### src/rtl/alu_pkg.sv
// Shared ALU/sequencer definitions.
// Opcode values, FSM state encoding and opcode validity check.
package alu_pkg;

  localparam int OP_W = 6;

  localparam logic [OP_W-1:0] OP_ADD = 6'b100000;
  localparam logic [OP_W-1:0] OP_SUB = 6'b100010;
  localparam logic [OP_W-1:0] OP_AND = 6'b100100;
  localparam logic [OP_W-1:0] OP_OR  = 6'b100101;
  localparam logic [OP_W-1:0] OP_XOR = 6'b100110;
  localparam logic [OP_W-1:0] OP_NOR = 6'b100111;
  localparam logic [OP_W-1:0] OP_SRA = 6'b000011;
  localparam logic [OP_W-1:0] OP_SRL = 6'b000010;

  typedef enum logic [2:0] {
    IDLE,
    WAIT_B,
    WAIT_OP,
    EXEC,
    SEND,
    WAIT_TX
  } state_t;

  function automatic logic is_valid_op(input logic [OP_W-1:0] op);
    return op inside {OP_ADD, OP_SUB, OP_AND, OP_OR,
                      OP_XOR, OP_NOR, OP_SRA, OP_SRL};
  endfunction

endpackage

### src/rtl/alu_uart_sequencer_if.sv
// Bundle between the sequencer and its UART Rx, ALU and Tx buffer.
// The slave side is the sequencer itself.
interface alu_uart_sequencer_if #(
  parameter int DATA_WIDTH = 8,
  parameter int OP_WIDTH   = 6
);
  logic [DATA_WIDTH-1:0] i_rx_data;
  logic                  i_rx_done;
  logic [DATA_WIDTH-1:0] i_alu_result;
  logic                  i_tx_full;
  logic                  i_tx_done;
  logic [DATA_WIDTH-1:0] o_data_a;
  logic [DATA_WIDTH-1:0] o_data_b;
  logic [OP_WIDTH-1:0]   o_op;
  logic [DATA_WIDTH-1:0] o_result;
  logic                  o_alu_result_ready;
  logic                  o_busy;
  logic                  o_timeout;
  logic                  o_op_error;
  logic                  o_rx_overrun;

  modport master (
    output i_rx_data, i_rx_done, i_alu_result,
    output i_tx_full, i_tx_done,
    input  o_data_a, o_data_b, o_op, o_result,
    input  o_alu_result_ready, o_busy, o_timeout,
    input  o_op_error, o_rx_overrun
  );

  modport slave (
    input  i_rx_data, i_rx_done, i_alu_result,
    input  i_tx_full, i_tx_done,
    output o_data_a, o_data_b, o_op, o_result,
    output o_alu_result_ready, o_busy, o_timeout,
    output o_op_error, o_rx_overrun
  );
endinterface

### src/rtl/inter_byte_timer.sv
// Gap counter between bytes of one frame.
// Saturates at CYCLES-1 and flags expiry there.
module inter_byte_timer #(
  parameter int unsigned CYCLES = 1000000
) (
  input  logic clk,
  input  logic rst_n,
  input  logic clear,
  input  logic en,
  output logic expired
);
  localparam int W = (CYCLES > 1) ? $clog2(CYCLES) : 1;
  localparam logic [W-1:0] LAST = W'(CYCLES - 1);

  logic [W-1:0] cnt;

  // count enabled cycles, hold at LAST
  always_ff @(posedge clk or negedge rst_n) begin
    if (!rst_n) begin
      cnt <= '0;
    end else if (clear) begin
      cnt <= '0;
    end else if (en && cnt != LAST) begin
      cnt <= cnt + 1'b1;
    end
  end

  assign expired = (cnt == LAST);
endmodule

### src/rtl/alu_uart_sequencer.sv
// Frame sequencer: A, B, opcode in; ALU result out to Tx.
// All pulse outputs are registered one-cycle strobes.
module alu_uart_sequencer
  import alu_pkg::*;
#(
  parameter int          DATA_WIDTH     = 8,
  parameter int          OP_WIDTH       = 6,
  parameter int unsigned TIMEOUT_CYCLES = 1000000
) (
  input logic                 i_clk,
  input logic                 i_reset,
  alu_uart_sequencer_if.slave bus
);
  state_t state, state_n;

  logic [DATA_WIDTH-1:0] a_n, b_n, res_n;
  logic [OP_WIDTH-1:0]   op_n;
  logic rdy_n, tmo_n, err_n, ovr_n;
  logic clr, en, expired;

  inter_byte_timer #(
    .CYCLES(TIMEOUT_CYCLES)
  ) u_timer (
    .clk    (i_clk),
    .rst_n  (i_reset),
    .clear  (clr),
    .en     (en),
    .expired(expired)
  );

  // state register
  always_ff @(posedge i_clk or negedge i_reset) begin
    if (!i_reset) state <= IDLE;
    else          state <= state_n;
  end

  // next state, next datapath values and strobes
  always_comb begin
    state_n = state;
    a_n     = bus.o_data_a;
    b_n     = bus.o_data_b;
    op_n    = bus.o_op;
    res_n   = bus.o_result;
    rdy_n   = 1'b0;
    tmo_n   = 1'b0;
    err_n   = 1'b0;
    ovr_n   = 1'b0;
    clr     = 1'b0;
    en      = 1'b0;
    unique case (state)
      IDLE: begin
        if (bus.i_rx_done) begin
          a_n     = bus.i_rx_data;
          clr     = 1'b1;
          state_n = WAIT_B;
        end
      end
      WAIT_B: begin
        if (bus.i_rx_done) begin
          b_n     = bus.i_rx_data;
          clr     = 1'b1;
          state_n = WAIT_OP;
        end else if (expired) begin
          tmo_n   = 1'b1;
          state_n = IDLE;
        end else begin
          en = 1'b1;
        end
      end
      WAIT_OP: begin
        if (bus.i_rx_done) begin
          op_n    = bus.i_rx_data[OP_WIDTH-1:0];
          state_n = EXEC;
        end else if (expired) begin
          tmo_n   = 1'b1;
          state_n = IDLE;
        end else begin
          en = 1'b1;
        end
      end
      EXEC: begin
        ovr_n = bus.i_rx_done;
        if (is_valid_op(bus.o_op)) begin
          res_n   = bus.i_alu_result;
          state_n = SEND;
        end else begin
          err_n   = 1'b1;
          state_n = IDLE;
        end
      end
      SEND: begin
        ovr_n = bus.i_rx_done;
        if (!bus.i_tx_full) begin
          rdy_n   = 1'b1;
          state_n = WAIT_TX;
        end
      end
      WAIT_TX: begin
        ovr_n = bus.i_rx_done;
        if (bus.i_tx_done) state_n = IDLE;
      end
      default: state_n = IDLE;
    endcase
  end

  // registered datapath and strobes
  always_ff @(posedge i_clk or negedge i_reset) begin
    if (!i_reset) begin
      bus.o_data_a           <= '0;
      bus.o_data_b           <= '0;
      bus.o_op               <= '0;
      bus.o_result           <= '0;
      bus.o_alu_result_ready <= 1'b0;
      bus.o_timeout          <= 1'b0;
      bus.o_op_error         <= 1'b0;
      bus.o_rx_overrun       <= 1'b0;
    end else begin
      bus.o_data_a           <= a_n;
      bus.o_data_b           <= b_n;
      bus.o_op               <= op_n;
      bus.o_result           <= res_n;
      bus.o_alu_result_ready <= rdy_n;
      bus.o_timeout          <= tmo_n;
      bus.o_op_error         <= err_n;
      bus.o_rx_overrun       <= ovr_n;
    end
  end

  assign bus.o_busy = (state != IDLE);
endmodule
### src/flat_wrapper.sv
// flat-port wrapper written by rule: the top's interface ports become plain ports
module alu_uart_sequencer_flat import alu_pkg::*;
#(
  parameter int          DATA_WIDTH     = 8,
  parameter int          OP_WIDTH       = 6,
  parameter int unsigned TIMEOUT_CYCLES = 1000000
)
  (i_clk, i_reset, bus_i_rx_data, bus_i_rx_done, bus_i_alu_result, bus_i_tx_full, bus_i_tx_done, bus_o_data_a, bus_o_data_b, bus_o_op, bus_o_result, bus_o_alu_result_ready, bus_o_busy, bus_o_timeout, bus_o_op_error, bus_o_rx_overrun);
  alu_uart_sequencer_if #(.DATA_WIDTH(DATA_WIDTH), .OP_WIDTH(OP_WIDTH)) bus_i ();
  input logic i_clk;
  input logic i_reset;
  input wire logic [$bits(bus_i.i_rx_data)-1:0] bus_i_rx_data;
  input wire logic [$bits(bus_i.i_rx_done)-1:0] bus_i_rx_done;
  input wire logic [$bits(bus_i.i_alu_result)-1:0] bus_i_alu_result;
  input wire logic [$bits(bus_i.i_tx_full)-1:0] bus_i_tx_full;
  input wire logic [$bits(bus_i.i_tx_done)-1:0] bus_i_tx_done;
  output wire logic [$bits(bus_i.o_data_a)-1:0] bus_o_data_a;
  output wire logic [$bits(bus_i.o_data_b)-1:0] bus_o_data_b;
  output wire logic [$bits(bus_i.o_op)-1:0] bus_o_op;
  output wire logic [$bits(bus_i.o_result)-1:0] bus_o_result;
  output wire logic [$bits(bus_i.o_alu_result_ready)-1:0] bus_o_alu_result_ready;
  output wire logic [$bits(bus_i.o_busy)-1:0] bus_o_busy;
  output wire logic [$bits(bus_i.o_timeout)-1:0] bus_o_timeout;
  output wire logic [$bits(bus_i.o_op_error)-1:0] bus_o_op_error;
  output wire logic [$bits(bus_i.o_rx_overrun)-1:0] bus_o_rx_overrun;
  assign bus_i.i_rx_data = bus_i_rx_data;
  assign bus_i.i_rx_done = bus_i_rx_done;
  assign bus_i.i_alu_result = bus_i_alu_result;
  assign bus_i.i_tx_full = bus_i_tx_full;
  assign bus_i.i_tx_done = bus_i_tx_done;
  assign bus_o_data_a = bus_i.o_data_a;
  assign bus_o_data_b = bus_i.o_data_b;
  assign bus_o_op = bus_i.o_op;
  assign bus_o_result = bus_i.o_result;
  assign bus_o_alu_result_ready = bus_i.o_alu_result_ready;
  assign bus_o_busy = bus_i.o_busy;
  assign bus_o_timeout = bus_i.o_timeout;
  assign bus_o_op_error = bus_i.o_op_error;
  assign bus_o_rx_overrun = bus_i.o_rx_overrun;
  alu_uart_sequencer #(.DATA_WIDTH(DATA_WIDTH), .OP_WIDTH(OP_WIDTH), .TIMEOUT_CYCLES(TIMEOUT_CYCLES)) u_core (.i_clk(i_clk), .i_reset(i_reset), .bus(bus_i));
endmodule
### config.mk
export PLATFORM = sky130hd
export DESIGN_NAME = alu_uart_sequencer_flat
export DESIGN_NICKNAME = d
export VERILOG_FILES = /design/src/rtl/alu_pkg.sv /design/src/rtl/alu_uart_sequencer_if.sv /design/src/rtl/inter_byte_timer.sv /design/src/rtl/alu_uart_sequencer.sv /design/src/flat_wrapper.sv
export SDC_FILE = /design/constraint.sdc
export NUM_CORES = 1
export LEC_CHECK = 0
export BUFFER_PORTS_ARGS = -buffer_cell sky130_fd_sc_hd__buf_2
export CAP_MARGIN = 20
export CELL_PAD_IN_SITES_DETAIL_PLACEMENT = 0
export CELL_PAD_IN_SITES_GLOBAL_PLACEMENT = 1
export CORE_ASPECT_RATIO = 2
export CORE_MARGIN = 2
export CORE_UTILIZATION = 31
export CTS_CLUSTER_SIZE = 24
export DETAILED_ROUTE_END_ITERATION = 8
export PLACE_DENSITY_LB_ADDON = 0.15
export SLEW_MARGIN = 20
export SYNTH_ARGS = -nofsm -noshare
export SYNTH_HDL_FRONTEND = slang
export SYNTH_HIERARCHICAL = 1
export SYNTH_SLANG_ARGS = --single-unit
### constraint.sdc
create_clock -name i_clk -period 3 [get_ports i_clk]
set_input_delay 0.3 -clock i_clk [delete_from_list [all_inputs] [get_ports i_clk]]
set_output_delay 0.3 -clock i_clk [all_outputs]
set_load 0.01 [all_outputs]
# Word level (Yosys, flattened, before mapping)
# Index checks and enable logic that the tools add are counted.
[classes]
eq_ne = 18
multipliers = 0
div = 0
n_reduce_logical = 13
muxes = 23
shift = 0
n_lt_le_gt_ge = 0
add_sub_neg = 1
n_bitwise = 0
[ops]
columns = ["cell", "n"]
rows = [
  ["20-bit two-way mux", 2],
  ["6-bit == test (second input constant)", 6],
  ["3-bit two-way mux", 7],
  ["20-bit by 1-bit adder with 20-bit output (second input constant)", 1],
  ["20-bit == test (second input constant)", 1],
  ["20-bit != test (second input constant)", 1],
  ["3-bit one-hot mux with 6 select lines", 1],
  ["1-bit two-way mux", 13],
  ["6-bit by 2-bit == test with 1-bit output (second input constant)", 2],
  ["2-bit AND reduction", 4],
  ["8-bit nonzero test", 1],
  ["3-bit by 2-bit == test with 1-bit output (second input constant)", 2],
  ["3-bit == test (second input constant)", 2],
  ["2-bit != test (second input constant)", 3],
  ["2-bit OR reduction", 2],
  ["3-bit by 1-bit == test with 1-bit output (second input constant)", 1],
  ["3-bit zero test", 1],
  ["3-bit AND reduction", 1],
  ["3-bit nonzero test", 1],
  ["3-bit OR reduction", 1],
  ["2-bit nonzero test", 1],
  ["1-bit logical AND", 1],
]
[totals]
reg_bits = 57
mem_count = 0
inputBits = 21
romBits = 0
latchBits = 0
mem_bits_rw = 0
word_cells = 65
out_inout_bits = 35

# Longest topological paths before layout
[logic_depth]
depth_word = 7
depth_mapped = 9
ltp_nobuf = 8

# Cells and area by module
# Netlist, hierarchy kept.
[modules_own_cells]
columns = ["module", "seq_area_each_um2", "area_per_inst_um2", "instances", "cells_per_inst"]
rows = [
  ["alu_uart_sequencer", 925.9, 1510.2, 1, 102],
  ["inter_byte_timer", 500.5, 1149.9, 1, 114],
]

# Worst setup path before layout
# OpenSTA, ideal clock, no wires.
[synth_timing]
path_type = "register to register"
startpoint = "register u_core.u_timer.cnt[9]"
endpoint = "register u_core.u_timer.cnt[17]"
setup_slack_ps = 761
path_stages_with_launch = 10
setup_time_ps = 78
required_time_ps = 2922
period_less_slack_ps = 2239
path_buffers = 2
t_arrival_ps = 2161
cell_sequence = "dfrtp_1 > and4bb_1 > nand4_4 > nor2_1 > nor4_1 > clkbuf_8 > o21ai_4 > buf_6 > or4_1 > a21oi_1"
[synth_via]
elab_chain_len = 6
elab_cells_between_ends = 10
cone_classes = "add/sub: 1; eq/ne: 2; mux: 5; reduce/logical: 2"
[synth_rtl]
columns = ["item", "line", "source"]
rows = [
  ["from (decl)", "inter_byte_timer.sv:15", "logic [W-1:0] cnt;"],
  ["from (signal assigned)", "inter_byte_timer.sv:24", "cnt <= cnt + 1'b1;"],
  ["20-bit == test", "inter_byte_timer.sv:28", "assign expired = (cnt == LAST);"],
  ["via u_core.expired", "alu_uart_sequencer.sv:19", "logic clr, en, expired;"],
  ["1-bit two-way mux", "alu_uart_sequencer.sv:63, alu_uart_sequencer.sv:74", ""],
  ["1-bit two-way mux", "alu_uart_sequencer.sv:71", "if (bus.i_rx_done) begin"],
  ["1-bit two-way mux", "--", ""],
  ["via u_core.en", "alu_uart_sequencer.sv:19", ""],
  ["1-bit logical AND", "inter_byte_timer.sv:23", "end else if (en && cnt != LAST) begin"],
  ["2-bit nonzero test (no line)", "--", ""],
]
# The timed path passes the listed nets, and every way through them passes these cells. The select of a mux whose other input is x is not followed.
# A chain may end at the register's enable or synchronous reset.

# Worst setup path after layout
[layout_timing]
startpoint = "register u_core.u_timer.cnt[14]"
endpoint = "register u_core.u_timer.cnt[15]"
# The elaborated chain is that of the path after synthesis.

==> metrics <==
die area 9380 sq um; status finished with violations; Post-CTS Hold Fix Bufs 0; Setup crit end kind register; Mean Syn Cell Area 12.3 sq um; vias in the first global route 2036; Tightest Hold Check Type primary input to async pin; I/O pin total 56; CTS buffer count 9; highest clock rate 439 MHz; area grow syn2layout 24.9%; final WL 6020 microns; flops & latches, synth 57; Via Count 1887; DR iter-0 viols 58; post-synth cell types 49; num rows 47; Die Y 135 microns; worst-skew pair later-pin latency 0.32 ns; IO buf count 55; Post-synth top cells dfrtp_1, mux2_2, nor2_1, a21oi_1, nand3_1; sequential area share after synthesis 53.6%; nets 301; period utilisation layout 76.0%; slowest stage cell, crit path or4_1; proportion of layout cells with a drive suffix above 1 43.0%; Final Max Slew Viols 0; Hold WS -0.00627 ns; Worst Tran Pin Value 0.809 ns; Syn Nets 238; clock transition at the registers of the reported paths 0.05 ns; Resized cells post-CTS 0; antenna viol nets, final 0; Initial DRT Pass Iterations 4; wire length per cell 15.8 microns; largest net degree at the start of global routing 30; Synth Instances 216; Post-DP HPWL 4560 microns; chip width 69.5 microns; Data required, critical path 3.24 ns; global-route wire length before repair 10300 microns; maximum root-to-sink buffer count 2; H-tree level count 3; Setup Skew 0.00506 ns; Slew headroom 45.9%; Worst path depth 8; top cell type's share of synthesized area 53.6%; Via density 4.94; CP Max Fanout 12; Worst setup SP type register; Pleak 1.49 nW; Final Setup Violations 0; post-route cell area 3320 sq um; Post-CTS Repair Setup Buffers 0; critical path class register to register; Starting Density 32.1%; Max Cap Violations 0; initial antenna violation count 0; CTS tree built; Antenna diodes 0; most common cell in the netlist dfrtp_1; CTS Sinks 57; Crit path arrival time 2.52 ns; Post-synth EDFFs 0; GR Util All Layers 14.3%; Hold Fails Final Rpt 9; Area contributors post-synth dfrtp_1, mux2_2, xor2_1; CP max stage delay 0.51 ns; worst r2r path cells 8; asr flop ratio synth 100%; Root Buffer clkbuf_16; Peak VDD IR 0.505 mV; CP delay by family, top simple AND/OR/NAND/NOR gates; Synth Flop Type dfrtp_1; Ys Warns 6; crit-path cells and4bb_1 -> nand4_4 -> nor2_1 -> nor4_1 -> buf_4 -> o21ai_4 -> or4_1 -> a21oi_1; failing checks hold timing; DP Area 3050 sq um; gpl congestion 0.776; RSZ-0062 raised after global routing no; # DRC 0; Tmin final 2.28 ns; GRT overflow 0; synthesized area 2660 sq um; Buf/Inv on CP 1; area leader, netlist dfrtp_1; PD cells 920 nW/um^2; Core Footprint 8290 sq um; setup TNS 0 ns
cell type report:
type | instances | area, sq um
Multi-Input combinational cell | 150 | 1190
Timing Repair Buffer | 59 | 305
Clock buffer | 9 | 225
Tap cell | 98 | 123
Inverter | 2 | 7.51
Sequential cell | 57 | 1430
Fill cell | 809 | 4970
Clock inverter | 7 | 47.5
per-layer routing:
layer,share of wire (%),GRT usage [%],vias to the layer above
met5,0,0,-
met4,1.6,6.54,0
met3,3.5,3.88,7
met2,58,26.2,43
met1,37,15.0,923
li1,-,-,914
cell families after synthesis:
logic type	after synthesis	synth area share [%]
and+or+nand+nor	79	19.9
muxes	32	13.5
buffers and inverters	9	1.93
AOI/OAI and AO/OA	25	6.26
DFF	57	53.6
adders and majority gates	1	0.470
xor gates and xnor gates	13	4.28
worst paths after layout:
path	start	end	slack, ns
setup / recovery	u_core/u_timer/cnt[14]	u_core/u_timer/cnt[15]	0.72
hold / removal	i_reset	u_core/bus.o_data_b[6]	-0.006
setup reg to reg	u_core/u_timer/cnt[14]	u_core/u_timer/cnt[15]	0.72
hold reg to reg	u_core/bus.o_data_a[6]	u_core/bus.o_data_a[6]	0.50
max in group asynchronous	i_reset	u_core/u_timer/cnt[8]	2.33
min in group i_clk	bus_i_tx_full	u_core/bus.o_alu_result_ready	0.16
sequential cells by signal, indices dropped and copies added (netlist names):
| register | flops |
|---|---|
| u_core/bus.o_timeout | 1 |
| u_core/bus.o_data_b | 8 |
| u_core/bus.o_data_a | 8 |
| u_core/bus.o_alu_result_ready | 1 |
| u_core/bus.o_result | 8 |
| u_core/bus.o_rx_overrun | 1 |
| u_core/u_timer/cnt | 20 |
| u_core/bus.o_op_error | 1 |
| u_core/bus.o_op | 6 |
| u_core/state | 3 |
stage by stage:
step	utilization [%]	total power (W)	hold slack, ns	std cells	setup slack [ns]
floorplan	-	0.00182	0.00441	216	0.761
global placement	36.8	0.00217	0.363	366	0.758
detailed placement	36.8	0.00219	0.360	366	0.730
CTS	40.1	0.00312	0.00782	382	0.705
global route	40.1	0.00326	0.0551	382	0.558
finish	40.1	0.00306	-0.00627	382	0.721
where the power goes:
part / internal [W] / switching, W
combinational: 0.000475 / 0.000470
sequential: 0.00101 / 0.000191
clock: 0.000553 / 0.000353
total: 0.00204 / 0.00101
cells in the final DEF (no fill, tap or decap), types with 4 or more instances in the layout:
cell,synthesis,final
and3_1,4,4
nor3_1,5,5
xnor2_1,5,5
clkbuf_16,0,9
clkinvlp_4,0,5
xor2_1,8,8
dfrtp_1,57,57
nor2_1,18,18
mux2_2,31,31
nand3_1,9,9
nand2_1,5,5
buf_2,0,55
buf_4,0,4
a21oi_1,10,10
worst reg2reg max path: cells and delay by family, from the launching register on:
family	cells	cell delay, ns
and+or+nand+nor	5	1.28
AOI/OAI and AO/OA	2	0.29
DFF	1	0.42
buffers and inverters	1	0.23
Note: power is estimated with default switching activity, not from simulation.
